**src/rtl/sync_framer_tx.sv**
```systemverilog
// Serial frame transmitter: sync header, MSB-first payload and an even-parity bit.
// Back-to-back frames are accepted in the parity cycle, so the stream has no gaps.
//
// state  | meaning
// IDLE   | no frame, outputs quiet, ready for start
// SYNC   | sync header bits on dout
// DATA   | payload bits on dout
// PARITY | parity bit on dout, done high, ready for the next start
module sync_framer_tx #(
    parameter int                DATA_W   = 8,
    parameter int                SYNC_W   = 4,
    parameter logic [SYNC_W-1:0] SYNC_PAT = 4'b1011
) (
    input  logic              clk,
    input  logic              rst,
    input  logic              start,
    input  logic [DATA_W-1:0] data_in,
    output logic              ready,
    output logic              dout,
    output logic              dout_valid,
    output logic              busy,
    output logic              done
);

    localparam int         MAX_W    = (SYNC_W > DATA_W) ? SYNC_W : DATA_W;
    localparam int         CNT_W    = (MAX_W > 1) ? $clog2(MAX_W) : 1;
    localparam logic [7:0] SYNC_EXT = 8'(SYNC_PAT);

    typedef enum logic [1:0] {
        IDLE   = 2'd0,
        SYNC   = 2'd1,
        DATA   = 2'd2,
        PARITY = 2'd3
    } state_t;

    state_t            state;
    state_t            state_n;
    logic [CNT_W-1:0]  cnt;
    logic [CNT_W-1:0]  cnt_n;
    logic [DATA_W-1:0] sh;
    logic [DATA_W-1:0] sh_n;
    logic              par;
    logic              par_n;
    logic              dout_n;
    logic              valid_n;
    logic              busy_n;
    logic              done_n;
    logic              accept;
    logic              last_bit;
    logic [2:0]        sync_idx;

    assign ready    = (state == IDLE) || (state == PARITY);
    assign accept   = start && ready;
    assign last_bit = (cnt == '0);
    // cnt counts bits still to follow in the current state; the next sync bit sits one below it
    assign sync_idx = 3'(cnt - CNT_W'(1));

    always_ff @(posedge clk or negedge rst) begin
        if (!rst) begin
            state <= IDLE;
        end else begin
            state <= state_n;
        end
    end

    always_comb begin
        state_n = state;
        case (state)
            IDLE:    if (accept) state_n = SYNC;
            SYNC:    if (last_bit) state_n = DATA;
            DATA:    if (last_bit) state_n = PARITY;
            PARITY:  state_n = accept ? SYNC : IDLE;
            default: state_n = IDLE;
        endcase
    end

    always_comb begin
        cnt_n   = cnt;
        sh_n    = sh;
        par_n   = par;
        dout_n  = 1'b0;
        valid_n = 1'b0;
        busy_n  = 1'b0;
        done_n  = 1'b0;
        if (accept) begin
            sh_n    = data_in;
            par_n   = ^data_in;
            cnt_n   = CNT_W'(SYNC_W - 1);
            dout_n  = SYNC_PAT[SYNC_W-1];
            valid_n = 1'b1;
            busy_n  = 1'b1;
        end else begin
            case (state)
                SYNC: begin
                    valid_n = 1'b1;
                    busy_n  = 1'b1;
                    if (last_bit) begin
                        dout_n = sh[DATA_W-1];
                        sh_n   = sh << 1;
                        cnt_n  = CNT_W'(DATA_W - 1);
                    end else begin
                        dout_n = SYNC_EXT[sync_idx];
                        cnt_n  = cnt - CNT_W'(1);
                    end
                end
                DATA: begin
                    valid_n = 1'b1;
                    busy_n  = 1'b1;
                    if (last_bit) begin
                        dout_n = par;
                        done_n = 1'b1;
                    end else begin
                        dout_n = sh[DATA_W-1];
                        sh_n   = sh << 1;
                        cnt_n  = cnt - CNT_W'(1);
                    end
                end
                default: begin
                    cnt_n = '0;
                end
            endcase
        end
    end

    always_ff @(posedge clk or negedge rst) begin
        if (!rst) begin
            cnt        <= '0;
            sh         <= '0;
            par        <= 1'b0;
            dout       <= 1'b0;
            dout_valid <= 1'b0;
            busy       <= 1'b0;
            done       <= 1'b0;
        end else begin
            cnt        <= cnt_n;
            sh         <= sh_n;
            par        <= par_n;
            dout       <= dout_n;
            dout_valid <= valid_n;
            busy       <= busy_n;
            done       <= done_n;
        end
    end

endmodule

```
**config.mk**
```make
export PLATFORM = sky130hd
export DESIGN_NAME = sync_framer_tx
export DESIGN_NICKNAME = d
export VERILOG_FILES = /design/src/rtl/sync_framer_tx.sv
export SDC_FILE = /design/constraint.sdc
export NUM_CORES = 1
export LEC_CHECK = 0
export CORE_UTILIZATION = 45
export CTS_BUF_LIST = sky130_fd_sc_hd__clkbuf_2
export DETAILED_ROUTE_END_ITERATION = 16
export GPL_TIMING_DRIVEN = 0
export PLACE_DENSITY = 0.71
export SYNTH_ARGS = -nofsm -noshare
export SYNTH_HDL_FRONTEND = slang
export SYNTH_SLANG_ARGS = --single-unit
```
**constraint.sdc**
```tcl
create_clock -name clk -period 2.1 [get_ports clk]
set_input_delay 0.63 -clock clk [delete_from_list [all_inputs] [get_ports clk]]
set_output_delay 0.63 -clock clk [all_outputs]
set_load 0.1 [all_outputs]
```
After elaboration in Yosys (flattened, before gate mapping)
Memory sizes are Yosys's and may differ from the RTL's. Index checks and enable logic that the tools add are counted.

Add/sub/neg operators: 1. Magnitude comparators: 1. Equal/unequal tests: 8. Muxes and demuxes: 23. Reduce and logical (&&, ||, !) cells: 9.

Operators with widths (count): $mux W8 (3); $pmux W8 S2 (1); $mux W1 (10); $mux W3 (3); $pmux W2 S4 (1); $reduce_xor A8 Y1 (1); $mux W2 (3); $ne A2 B2 Y1 const B (3); $ne A3 B3 Y1 const B (2); $pmux W3 S2 (1); $reduce_and A3 Y1 (2); $eq A2 B2 Y1 const B (2); $lt A3 B4 Y1 const B (1); $logic_not A3 Y1 (1); $reduce_bool A3 Y1 (1); $sub A3 B1 Y3 const B (1); $eq A2 B1 Y1 const B (1); $logic_not A2 Y1 (1); $pmux W1 S2 (1); $reduce_or A2 Y1 (1); $logic_and A1 B1 Y1 (1); $logic_or A1 B1 Y1 (1).

Flip-flop bits (word level): 17. Memory bits (read-only): 8. Input port bits: 11. Output and inout bits: 5. Logic and storage cells: 50. Memories: 1.

Memories: (name not given) (words 8, width 1, read ports 1, clocked after memory_dff 0, write ports 0, RTL line 102) `dout_n = SYNC_EXT[sync_idx];`.

Longest topological paths before layout
Depth in word-level cells: 6. Gate-level depth with buffers: 8. Depth with buffers taken out: 6.

Worst setup path before layout
OpenSTA, ideal clock, no wires.

Path kind: register to output. From: register state[0]. To: output ready. Arrival: 1.431 ns. Setup slack: 0.039 ns. Cell stages (with the launch flop): 4. Path buffers: 0. Cell sequence: dfrtp_1 -> inv_1 -> ha_1 -> inv_1.

Word-level cells in the longest chain between the ends: 2. Elaborated cells between the ends (all ways): 3. Those cells by class: eq/ne: 1; reduce/logical: 2.

RTL lines: from (decl) (RTL line 36) `state_t state;`; from (signal assigned) (RTL line 62) `state <= state_n;`; $eq A2 B2 Y1 or $logic_not A2 Y1 (tied branches) (RTL line 52) `assign ready = (state == IDLE) || (state == PARITY);`; $logic_or A1 B1 Y1 * (RTL line 52); to (decl) (RTL line 18) `output logic ready,`.

Mark *: on every way between the ends. The rest lies on a longest branch, timed or not.

Worst setup path after layout
From: register state[1]. To: output ready.

The elaborated chain is that of the path after synthesis.

==> results.sh <==
export IMPL_globalRouteOverflowTotal=0
export IMPL_clk_lat_worst_skew_ns=0.30
export IMPL_routed_via_density=5.35
export IMPL_postSynthAreaPerCell_um2=9.78
export IMPL_timing_hold_worst_class="reg -> reg"
export IMPL_cts_root_buf="sky130_fd_sc_hd__clkbuf_2"
export IMPL_crit_type="reg -> out"
export IMPL_post_cts_hold_buffer_count=0
export IMPL_htree_num_levels=1
export IMPL_clock_tree_from_tritoncts="built"
export IMPL_status="complete, no violations"
export IMPL_post_synthesis_cells=105
export IMPL_wl_per_cell_um=12.9
export IMPL_synth_nets=123
export IMPL_finalNetCount=147
export IMPL_number_of_buffers_created_by_cts=3
export IMPL_fp_dieH_um=49.8
export IMPL_grt_pass1_vias=789
export IMPL_wl_um=2000
export IMPL_timing_slew_headroom_pct=47.6
export IMPL_mappedNetlistArea_mm2=0.00103
export IMPL_antenna_diode_count=0
export IMPL_place_port_buffers=15
export IMPL_grt_start_max_net_pins=18
export IMPL_cts_max_path_buffers=2
export IMPL_core_region_area_mm2=0.00206
export IMPL_worst_path_dominant_cell_family="flip-flops"
export IMPL_chipWidth_um=49.8
export IMPL_antenna_violations_before_repair=0
export IMPL_flip_flop_and_latch_count_after_synthesis=17
export IMPL_worst_setup_hold_path_clk_slew_ns=0.18
export IMPL_detailed_place_hpwl_um=1390
export IMPL_cp_slowest_cell="sky130_fd_sc_hd__dfrtp_1"
export IMPL_critical_path_cell_chain="inv_1 > ha_4 > inv_2 > buf_12"
export IMPL_floorplan_initialDensity_pct=49.8
export IMPL_post_synth_main_area_contributors="sky130_fd_sc_hd__dfrtp_1, sky130_fd_sc_hd__ha_1, sky130_fd_sc_hd__mux2i_1, sky130_fd_sc_hd__xnor2_1, sky130_fd_sc_hd__o21ai_0"
export IMPL_layout_min_cycle_time_ns=2.03
export IMPL_report_final_setup_viol=0
export IMPL_drtPass1Iterations=4
export IMPL_top_level_ports=16
export IMPL_crit_arrival_ns=1.40
export IMPL_number_of_enable_flip_flop_cells_after_synthesis=0
export IMPL_end_kind="output port"
export IMPL_placementRows=16
export IMPL_cap_viol_max_count=0
export IMPL_critical_path_startpoint_type="flop"
export IMPL_worstMarginPinSlew_ns=0.784
export IMPL_synth_commonest_cells="sky130_fd_sc_hd__dfrtp_1, sky130_fd_sc_hd__nand2_1, sky130_fd_sc_hd__o21ai_0"
export IMPL_worst_endpoint_required_ns=1.47
export IMPL_first_pass_grt_wire_length_um=3320
export IMPL_worstPathBufferInverterCount=3
export IMPL_num_clock_sinks=17
export IMPL_placement_setup_worst_slack_ns=-0.647
export IMPL_ys_async_sr_fraction_pct=100
export IMPL_vias=830
export IMPL_post_route_cells_drive_above_1_share_pct=19.5
export IMPL_finClkSkew_ns=0.00469
export IMPL_timing_final_crit_share_pct=96.6
export IMPL_drt_iter0_drc=18
export IMPL_ant_nets=0
export IMPL_finalHoldViolCount=0
export IMPL_ys_types=29
export IMPL_post_synthesis_cell_type_with_the_largest_combined_area="sky130_fd_sc_hd__dfrtp_1"
export IMPL_finalNonFillerCells=155
export IMPL_grt_use_total_pct=17.8
export IMPL_ys_flop_type="sky130_fd_sc_hd__dfrtp_1"
export IMPL_finalWorstSetupSlack_ns=0.0712
export IMPL_cp_slowest_stage_delay_ns=0.46
export IMPL_place_detailed_instances=147
export IMPL_die_area_mm2=0.00248
export IMPL_synth_seq_area_share_pct=41.4
export IMPL_drv_slew=0
export IMPL_yosysMostFrequentCell="sky130_fd_sc_hd__dfrtp_1"
export IMPL_drc_violation_count_after_routing=0
export IMPL_max_freq_mhz=493
export IMPL_areaGrowthSynthToFinish_pct=25.5
export IMPL_ys_warn_count=0
export IMPL_gpl_final_weighted_congestion=0.811
export IMPL_crit_fanout=5
export IMPL_synthDominantCellAreaShare_pct=41.4
[layer usage]
layer	vias to the layer above	share of wire, %	track usage (%)
li1	402	-	-
met1	405	43	19.9
met2	21	53	32.4
met3	2	3.0	2.78
met4	0	1.1	8.57
met5	-	0	0
[registers in the layout (all words and copies together) (netlist names)]
| register | count |
|---|---|
| sh | 8 |
| done | 1 |
| dout | 1 |
| cnt | 3 |
| par | 1 |
| state | 2 |
| busy | 1 |
[through the flow]
step                      hold WS [ns]  instance area, um2  util, %  TNS (ns)
after floorplan                  0.334                1030        -         0
after global placement           0.468                1210     58.7     -1.17
after detailed placement         0.476                1210     58.7     -1.28
after CTS                        0.516                1260     61.0         0
after global routing             0.543                1290     62.5   -0.0105
final                            0.511                1290     62.5         0
[cells by family (layout without fill, tap and decap cells)]
logic type      count (synthesis)  in the layout  synth area share (%)
simple gates                   27             27                  13.4
fa+ha+maj                       7              7                  8.53
buf+inv                        12             35                  5.73
xor+xnor                        7              7                  5.97
flops                          17             17                  41.4
compound gates                 27             27                  17.1
mux                             8              8                  7.92
[cell type report]
class	instances	area, um2
Multi-Input combinational cell	76	556
Inverter	7	26.3
Clock buffer	3	15.0
Fill cell	183	773
Sequential cell	17	425
Timing Repair Buffer	19	195
Tap cell	27	33.8
Clock inverter	1	5.00
Buffer	5	32.5
[timing repair]
item,CTS,global route
buffers inserted,0,4
setup endpoints to repair,5,2
endpoints found under the hold margin,0,0
resized for setup,23,2
[final timing paths]
| path | from | to | slack (ns) | cells past startpoint |
|---|---|---|---|---|
| setup / recovery | state[1] | ready | 0.07 | 4 |
| hold / removal | sh[2] | sh[2] | 0.51 | 2 |
| setup reg to reg | cnt[0] | sh[3] | 0.23 | 7 |
| hold reg to reg | sh[2] | sh[2] | 0.51 | 2 |
| max in group asynchronous | rst | sh[0] | 0.86 | 1 |
| min in group asynchronous | rst | dout | 0.76 | 1 |
[layout by cell type, fill, tap and decap left out, types with 2 or more instances in the layout]
cell type	n
sky130_fd_sc_hd__a211o_1	2
sky130_fd_sc_hd__a211oi_1	2
sky130_fd_sc_hd__a21oi_1	4
sky130_fd_sc_hd__a31oi_1	4
sky130_fd_sc_hd__buf_2	2
sky130_fd_sc_hd__buf_4	5
sky130_fd_sc_hd__clkbuf_2	3
sky130_fd_sc_hd__clkdlybuf4s15_2	4
sky130_fd_sc_hd__clkdlybuf4s50_1	10
sky130_fd_sc_hd__dfrtp_1	17
sky130_fd_sc_hd__ha_1	6
sky130_fd_sc_hd__inv_1	5
sky130_fd_sc_hd__inv_2	2
sky130_fd_sc_hd__mux2i_1	7
sky130_fd_sc_hd__nand2_1	11
sky130_fd_sc_hd__nor2_1	6
sky130_fd_sc_hd__nor2b_1	2
sky130_fd_sc_hd__nor3_1	2
sky130_fd_sc_hd__o21ai_0	10
sky130_fd_sc_hd__o21ai_1	2
sky130_fd_sc_hd__xnor2_1	7
[worst reg2reg max path, delay by kind of cell, from the launching register on]
kind            cells  cell delay (ns)
simple gates        2             0.38
flops               1             0.44
buf+inv             2             0.32
compound gates      2             0.41
fa+ha+maj           1             0.26
Power is not shown: default switching activity piles up to over one toggle a cycle in this logic, so the estimate is an artifact.
